==> src/rtl/tg_mux_arbiter_if.sv <==
// Request/data bundle and registered mux-control outputs shared between
// the requesting sources and the transmission-gate mux arbiter.
interface tg_mux_arbiter_if #(
  parameter int unsigned W = 8
);
  logic [3:0]     req;
  logic [4*W-1:0] din;
  logic [3:0]     gnt;
  logic [1:0]     sel;
  logic           en;
  logic [W-1:0]   dout;
  logic           valid;

  modport master (
    output req, din,
    input  gnt, sel, en, dout, valid
  );

  modport slave (
    input  req, din,
    output gnt, sel, en, dout, valid
  );
endinterface

==> src/rtl/tg_mux_arbiter.sv <==
// Round-robin arbiter for a shared 4:1 transmission-gate mux with
// break-before-make dead time between owners and a registered data path.
module tg_mux_arbiter #(
  parameter int unsigned W        = 8,
  parameter int unsigned HOLD_MAX = 8,
  parameter int unsigned DEAD     = 1
) (
  input  logic             clk,
  input  logic             rst_n,
  tg_mux_arbiter_if.slave  bus
);

  typedef enum logic [1:0] {
    S_IDLE  = 2'd0,
    S_GRANT = 2'd1,
    S_BREAK = 2'd2
  } state_t;

  state_t       state_q, state_d;
  logic [1:0]   ptr_q,   ptr_d;
  logic [1:0]   sel_q,   sel_d;
  logic [3:0]   gnt_q,   gnt_d;
  logic         en_q,    en_d;
  logic [7:0]   cnt_q,   cnt_d;
  logic [3:0]   dcnt_q,  dcnt_d;
  logic [W-1:0] dout_q,  dout_d;
  logic         valid_q, valid_d;

  logic         win_found;
  logic [1:0]   win_idx;
  logic [1:0]   cand;

  // Search ptr+1 .. ptr+4 (mod 4); the 2-bit add wraps, so the last
  // candidate is the previous owner itself.
  always_comb begin
    win_found = 1'b0;
    win_idx   = ptr_q;
    cand      = ptr_q;
    for (int unsigned k = 1; k <= 4; k++) begin
      cand = ptr_q + 2'(k);
      if (!win_found && bus.req[cand]) begin
        win_found = 1'b1;
        win_idx   = cand;
      end
    end
  end

  always_comb begin
    state_d = state_q;
    ptr_d   = ptr_q;
    sel_d   = sel_q;
    gnt_d   = gnt_q;
    en_d    = en_q;
    cnt_d   = cnt_q;
    dcnt_d  = dcnt_q;
    dout_d  = en_q ? bus.din[int'(sel_q)*W +: W] : '0;
    valid_d = en_q;

    case (state_q)
      S_IDLE: begin
        gnt_d = '0;
        en_d  = 1'b0;
        if (win_found) begin
          state_d = S_GRANT;
          ptr_d   = win_idx;
          sel_d   = win_idx;
          gnt_d   = 4'b0001 << win_idx;
          en_d    = 1'b1;
          cnt_d   = '0;
        end
      end

      S_GRANT: begin
        if (!bus.req[sel_q] || (cnt_q == 8'(HOLD_MAX - 1))) begin
          state_d = S_BREAK;
          gnt_d   = '0;
          en_d    = 1'b0;
          dcnt_d  = '0;
        end else begin
          cnt_d = cnt_q + 8'd1;
        end
      end

      S_BREAK: begin
        gnt_d = '0;
        en_d  = 1'b0;
        if (dcnt_q == 4'(DEAD - 1)) begin
          if (win_found) begin
            state_d = S_GRANT;
            ptr_d   = win_idx;
            sel_d   = win_idx;
            gnt_d   = 4'b0001 << win_idx;
            en_d    = 1'b1;
            cnt_d   = '0;
          end else begin
            state_d = S_IDLE;
          end
        end else begin
          dcnt_d = dcnt_q + 4'd1;
        end
      end

      default: begin
        state_d = S_IDLE;
        gnt_d   = '0;
        en_d    = 1'b0;
      end
    endcase
  end

  always_ff @(posedge clk) begin
    if (!rst_n) begin
      state_q <= S_IDLE;
      ptr_q   <= 2'd3;
      sel_q   <= '0;
      gnt_q   <= '0;
      en_q    <= 1'b0;
      cnt_q   <= '0;
      dcnt_q  <= '0;
      dout_q  <= '0;
      valid_q <= 1'b0;
    end else begin
      state_q <= state_d;
      ptr_q   <= ptr_d;
      sel_q   <= sel_d;
      gnt_q   <= gnt_d;
      en_q    <= en_d;
      cnt_q   <= cnt_d;
      dcnt_q  <= dcnt_d;
      dout_q  <= dout_d;
      valid_q <= valid_d;
    end
  end

  assign bus.gnt   = gnt_q;
  assign bus.sel   = sel_q;
  assign bus.en    = en_q;
  assign bus.dout  = dout_q;
  assign bus.valid = valid_q;

endmodule

==> src/flat_wrapper.sv <==
// flat-port wrapper written by rule: the top's interface ports become plain ports
module tg_mux_arbiter_flat 
#(
  parameter int unsigned W        = 8,
  parameter int unsigned HOLD_MAX = 8,
  parameter int unsigned DEAD     = 1
)
  (clk, rst_n, bus_req, bus_din, bus_gnt, bus_sel, bus_en, bus_dout, bus_valid);
  tg_mux_arbiter_if #(.W(W)) bus_i ();
  input  logic clk;
  input  logic rst_n;
  input wire logic [$bits(bus_i.req)-1:0] bus_req;
  input wire logic [$bits(bus_i.din)-1:0] bus_din;
  output wire logic [$bits(bus_i.gnt)-1:0] bus_gnt;
  output wire logic [$bits(bus_i.sel)-1:0] bus_sel;
  output wire logic [$bits(bus_i.en)-1:0] bus_en;
  output wire logic [$bits(bus_i.dout)-1:0] bus_dout;
  output wire logic [$bits(bus_i.valid)-1:0] bus_valid;
  assign bus_i.req = bus_req;
  assign bus_i.din = bus_din;
  assign bus_gnt = bus_i.gnt;
  assign bus_sel = bus_i.sel;
  assign bus_en = bus_i.en;
  assign bus_dout = bus_i.dout;
  assign bus_valid = bus_i.valid;
  tg_mux_arbiter #(.W(W), .HOLD_MAX(HOLD_MAX), .DEAD(DEAD)) u_core (.clk(clk), .rst_n(rst_n), .bus(bus_i));
endmodule
==> config.mk <==
export PLATFORM = sky130hd
export DESIGN_NAME = tg_mux_arbiter_flat
export DESIGN_NICKNAME = d
export VERILOG_FILES = /design/src/rtl/tg_mux_arbiter_if.sv /design/src/rtl/tg_mux_arbiter.sv /design/src/flat_wrapper.sv
export SDC_FILE = /design/constraint.sdc
export NUM_CORES = 1
export LEC_CHECK = 0
export CAP_MARGIN = 20
export CELL_PAD_IN_SITES_DETAIL_PLACEMENT = 0
export CELL_PAD_IN_SITES_GLOBAL_PLACEMENT = 2
export CORE_MARGIN = 3
export CORE_UTILIZATION = 27
export DETAILED_ROUTE_END_ITERATION = 16
export PLACE_DENSITY = 0.81
export SYNTH_ARGS = -nofsm -noshare
export SYNTH_HDL_FRONTEND = slang
export SYNTH_SLANG_ARGS = --single-unit
==> constraint.sdc <==
create_clock -name clk -period 2.5 [get_ports clk]
set_input_delay 0.375 -clock clk [delete_from_list [all_inputs] [get_ports clk]]
set_output_delay 0.375 -clock clk [all_outputs]
set_load 0.03 [all_outputs]
==> flow_summary.ini <==
[power]
p_per_area_mw_per_mm2 = 565
power.total_mw = 1.28
power.switching_mw = 0.364
swShare_pct = 28.4
comb_power_share_pct = 26.9
clkPwrFrac_pct = 28.7
power_frac_seq_pct = 44.4
ir_drop_v = 0.000328
power_leakage_nw = 0.827
p_int_mw = 0.916

[placed_design]
globalplace.congestion = 0.693
post_dp_cell_area_mm2 = 0.00219
dp.final_hpwl_um = 2900
dp.cells = 277
port_buffers = 53

[worst_setup_path]
required_ps = 2660
crit_type = flip-flop to flip-flop
start_kind = flip-flop
crit_path_end_kind = flip-flop
worstPathArrival_ps = 2270
critPathMaxFanout = 13

[global_route]
grt_overflow = 0
grt_start_max_net_pins = 18
antenna_found_initial = 0
grt_pass1_vias = 1253
grt.total_usage_pct = 11.9
grt_pass1_wl_um = 6110

[die]
rows = 27
core-area_mm2 = 0.00557
ioPinCount = 54
die_area_mm2 = 0.00676
initial_core_util_pct = 28.1
die-height_um = 82.2
fp.dieW_um = 82.2

[timing]
worst_pin_slew_ps = 507
tns_ps = 0
hold_viol_final = 0
skew_ps = 6.62
layout_min_cycle_time_ps = 2110
setup_viol = 0
finalMaxSlewViolations = 0
fmax_mhz = 473
finalCritPeriodShare_pct = 84.6
maxSlewHeadroom_pct = 66.1
rsz0062_at_grt = no

[detailed_routing]
drt-total-wl_um = 3820
dr.pass1.iters = 4
vias = 1299
ant_nets = 0
routedWlPerCell_um = 13.5
drtIter0Drc = 32
post-route-drc-count = 0
viasPerCell = 4.57

[synth]
synthArstFlopShare_pct = 0
synth_edf_count = 0
synth_top_flop_cell = dfxtp_1
synth_nets = 195
ys_types = 44
netlist_instances = 154
syn-cell-area_mm2 = 0.00157
yosys_warnings = 0
synth.ff_latch_count = 32
avgSynthCellArea_um2 = 10.2
ys_seq_area_share_pct = 40.8

[cells_and_area]
regArea_um2 = 641
stdcell_count = 284
fin_area_mm2 = 0.00226
final_core_utilization_pct = 40.6
multi_input_area_um2 = 881
nets = 253
layout-drive-gt1-share_pct = 12.3
num-fill-cells = 570
antennaDiodeCount = 0
syn_to_final_growth_pct = 44.3

[clock_network]
path_clk_slew_ps = 60
cts_htree_levels = 2
cts_buffer_depth = 2
post_cts_buffers = 0
numCtsBuffers = 5
clk_latency_ps = 280
ctsRootBufferMaster = clkbuf_8
clkSinkCount = 32
cts_resized = 0
cts_hold_buf = 0
cts_tree = done

[min_path]
hold_path_class = flip-flop to flip-flop

[run]
drv_cap = 0

[outcome]
status = complete, no violations
## Yosys cell counts, types with 2 or more instances
cell type	number	share of area, %
dfxtp_1	32	41
and2_1	12	4.8
nor2_1	12	2.9
mux4_2	9	13
nand2_1	8	1.9
nand2b_1	7	2.8
inv_1	6	1.4
o21ai_0	6	1.9
nor2b_1	5	2.0
xor2_1	5	2.8
a21oi_1	4	1.3
nand3_1	4	1.3
and3_1	3	1.2
ha_1	3	2.4
nand4_1	3	1.2
a21boi_0	2	0.96
a21o_1	2	0.96
buf_2	2	0.64
o211ai_1	2	0.96
o21ai_1	2	0.64
xnor2_1	2	1.1
## cells in the final DEF, fill, tap and decap left out, drive strengths merged, types with 2 or more instances in the layout
cell / instances
clkdlybuf4s50: 53
xor2: 5
o211ai: 2
o21ai: 8
nand3: 5
nor2b: 5
nand2: 8
a21boi: 3
a21o: 2
dfxtp: 32
and2: 12
buf: 3
mux4: 9
or3b: 2
and3: 3
inv: 6
nand4: 3
clkbuf: 6
ha: 3
xnor2: 2
nor2: 13
nand2b: 7
a21oi: 4
## path summary, 6_finish.rpt
path,start,endpoint,slack [ps],cells past startpoint
worst max register to register,u_core.cnt_q[0],u_core.cnt_q[3],390,6
worst min-delay path,u_core.bus.gnt[0],u_core.bus.gnt[0],460,2
worst max-delay path,u_core.cnt_q[0],u_core.cnt_q[3],390,6
worst min register to register,u_core.bus.gnt[0],u_core.bus.gnt[0],460,2
## routing by layer
metal	up-vias	part of all wire, %	GRT usage (%)
met5	-	0	0
met4	0	1.1	3.99
met3	4	13	5.21
met2	53	39	17.4
met1	580	47	15.6
li1	662	-	-
## stage by stage
stage | worst slack [ps] | hold slack, ps
finish | 385 | 460
global route | 218 | 504
CTS | 380 | 465
detailed placement | 322 | 452
global placement | 341 | 454
floorplan | 481 | 458
## sequential cells by signal, summed over array words and instances (netlist names)
signal	flops
u_core.bus.dout	8
u_core.bus.valid	1
u_core.bus.sel	2
u_core.state_q	2
u_core.dcnt_q	4
u_core.cnt_q	8
u_core.bus.gnt	4
u_core.bus.en	1
u_core.ptr_q	2
## power groups by stage
stage	Clock, mW	Combinational (mW)	Sequential (mW)
2_1_floorplan	0	0.160	0.618
3_3_place_gp	0	0.348	0.581
3_5_place_dp	0	0.347	0.580
4_1_cts	0.383	0.349	0.569
5_1_grt	0.403	0.375	0.574
6_report	0.368	0.344	0.568
## worst max-delay path: stages, from the launching register on
cell     delay, ps
dfxtp_1        390
ha_1           220
or4b_4         480
o311a_1        500
nand4_1        170
xor2_1         160
nor2_1          60
## cell families (layout without fill, tap and decap cells)
kind of cell             after synthesis  in the layout  synth area share, %
flip-flops                            32             32                 40.8
adder cells (fa/ha/maj)                3              3                 2.39
AND/OR/NAND/NOR                       65             65                 24.1
AO/OA/AOI/OAI                         26             26                 12.2
multiplexers                          10             10                 13.6
buffers and inverters                 11             69                 3.03
XOR/XNOR                               7              7                 3.91
## layout make-up
| type | count | area share, % |
|---|---|---|
| Timing Repair Buffer | 56 | 24.4 |
| Inverter | 6 | 0.994 |
| Sequential cell | 32 | 28.3 |
| Multi-Input combinational cell | 111 | 38.9 |
| Clock inverter | 1 | 0.221 |
| Clock buffer | 6 | 3.20 |
| Tap cell | 72 | 3.98 |
Note: power is estimated with default switching activity, not from simulation.
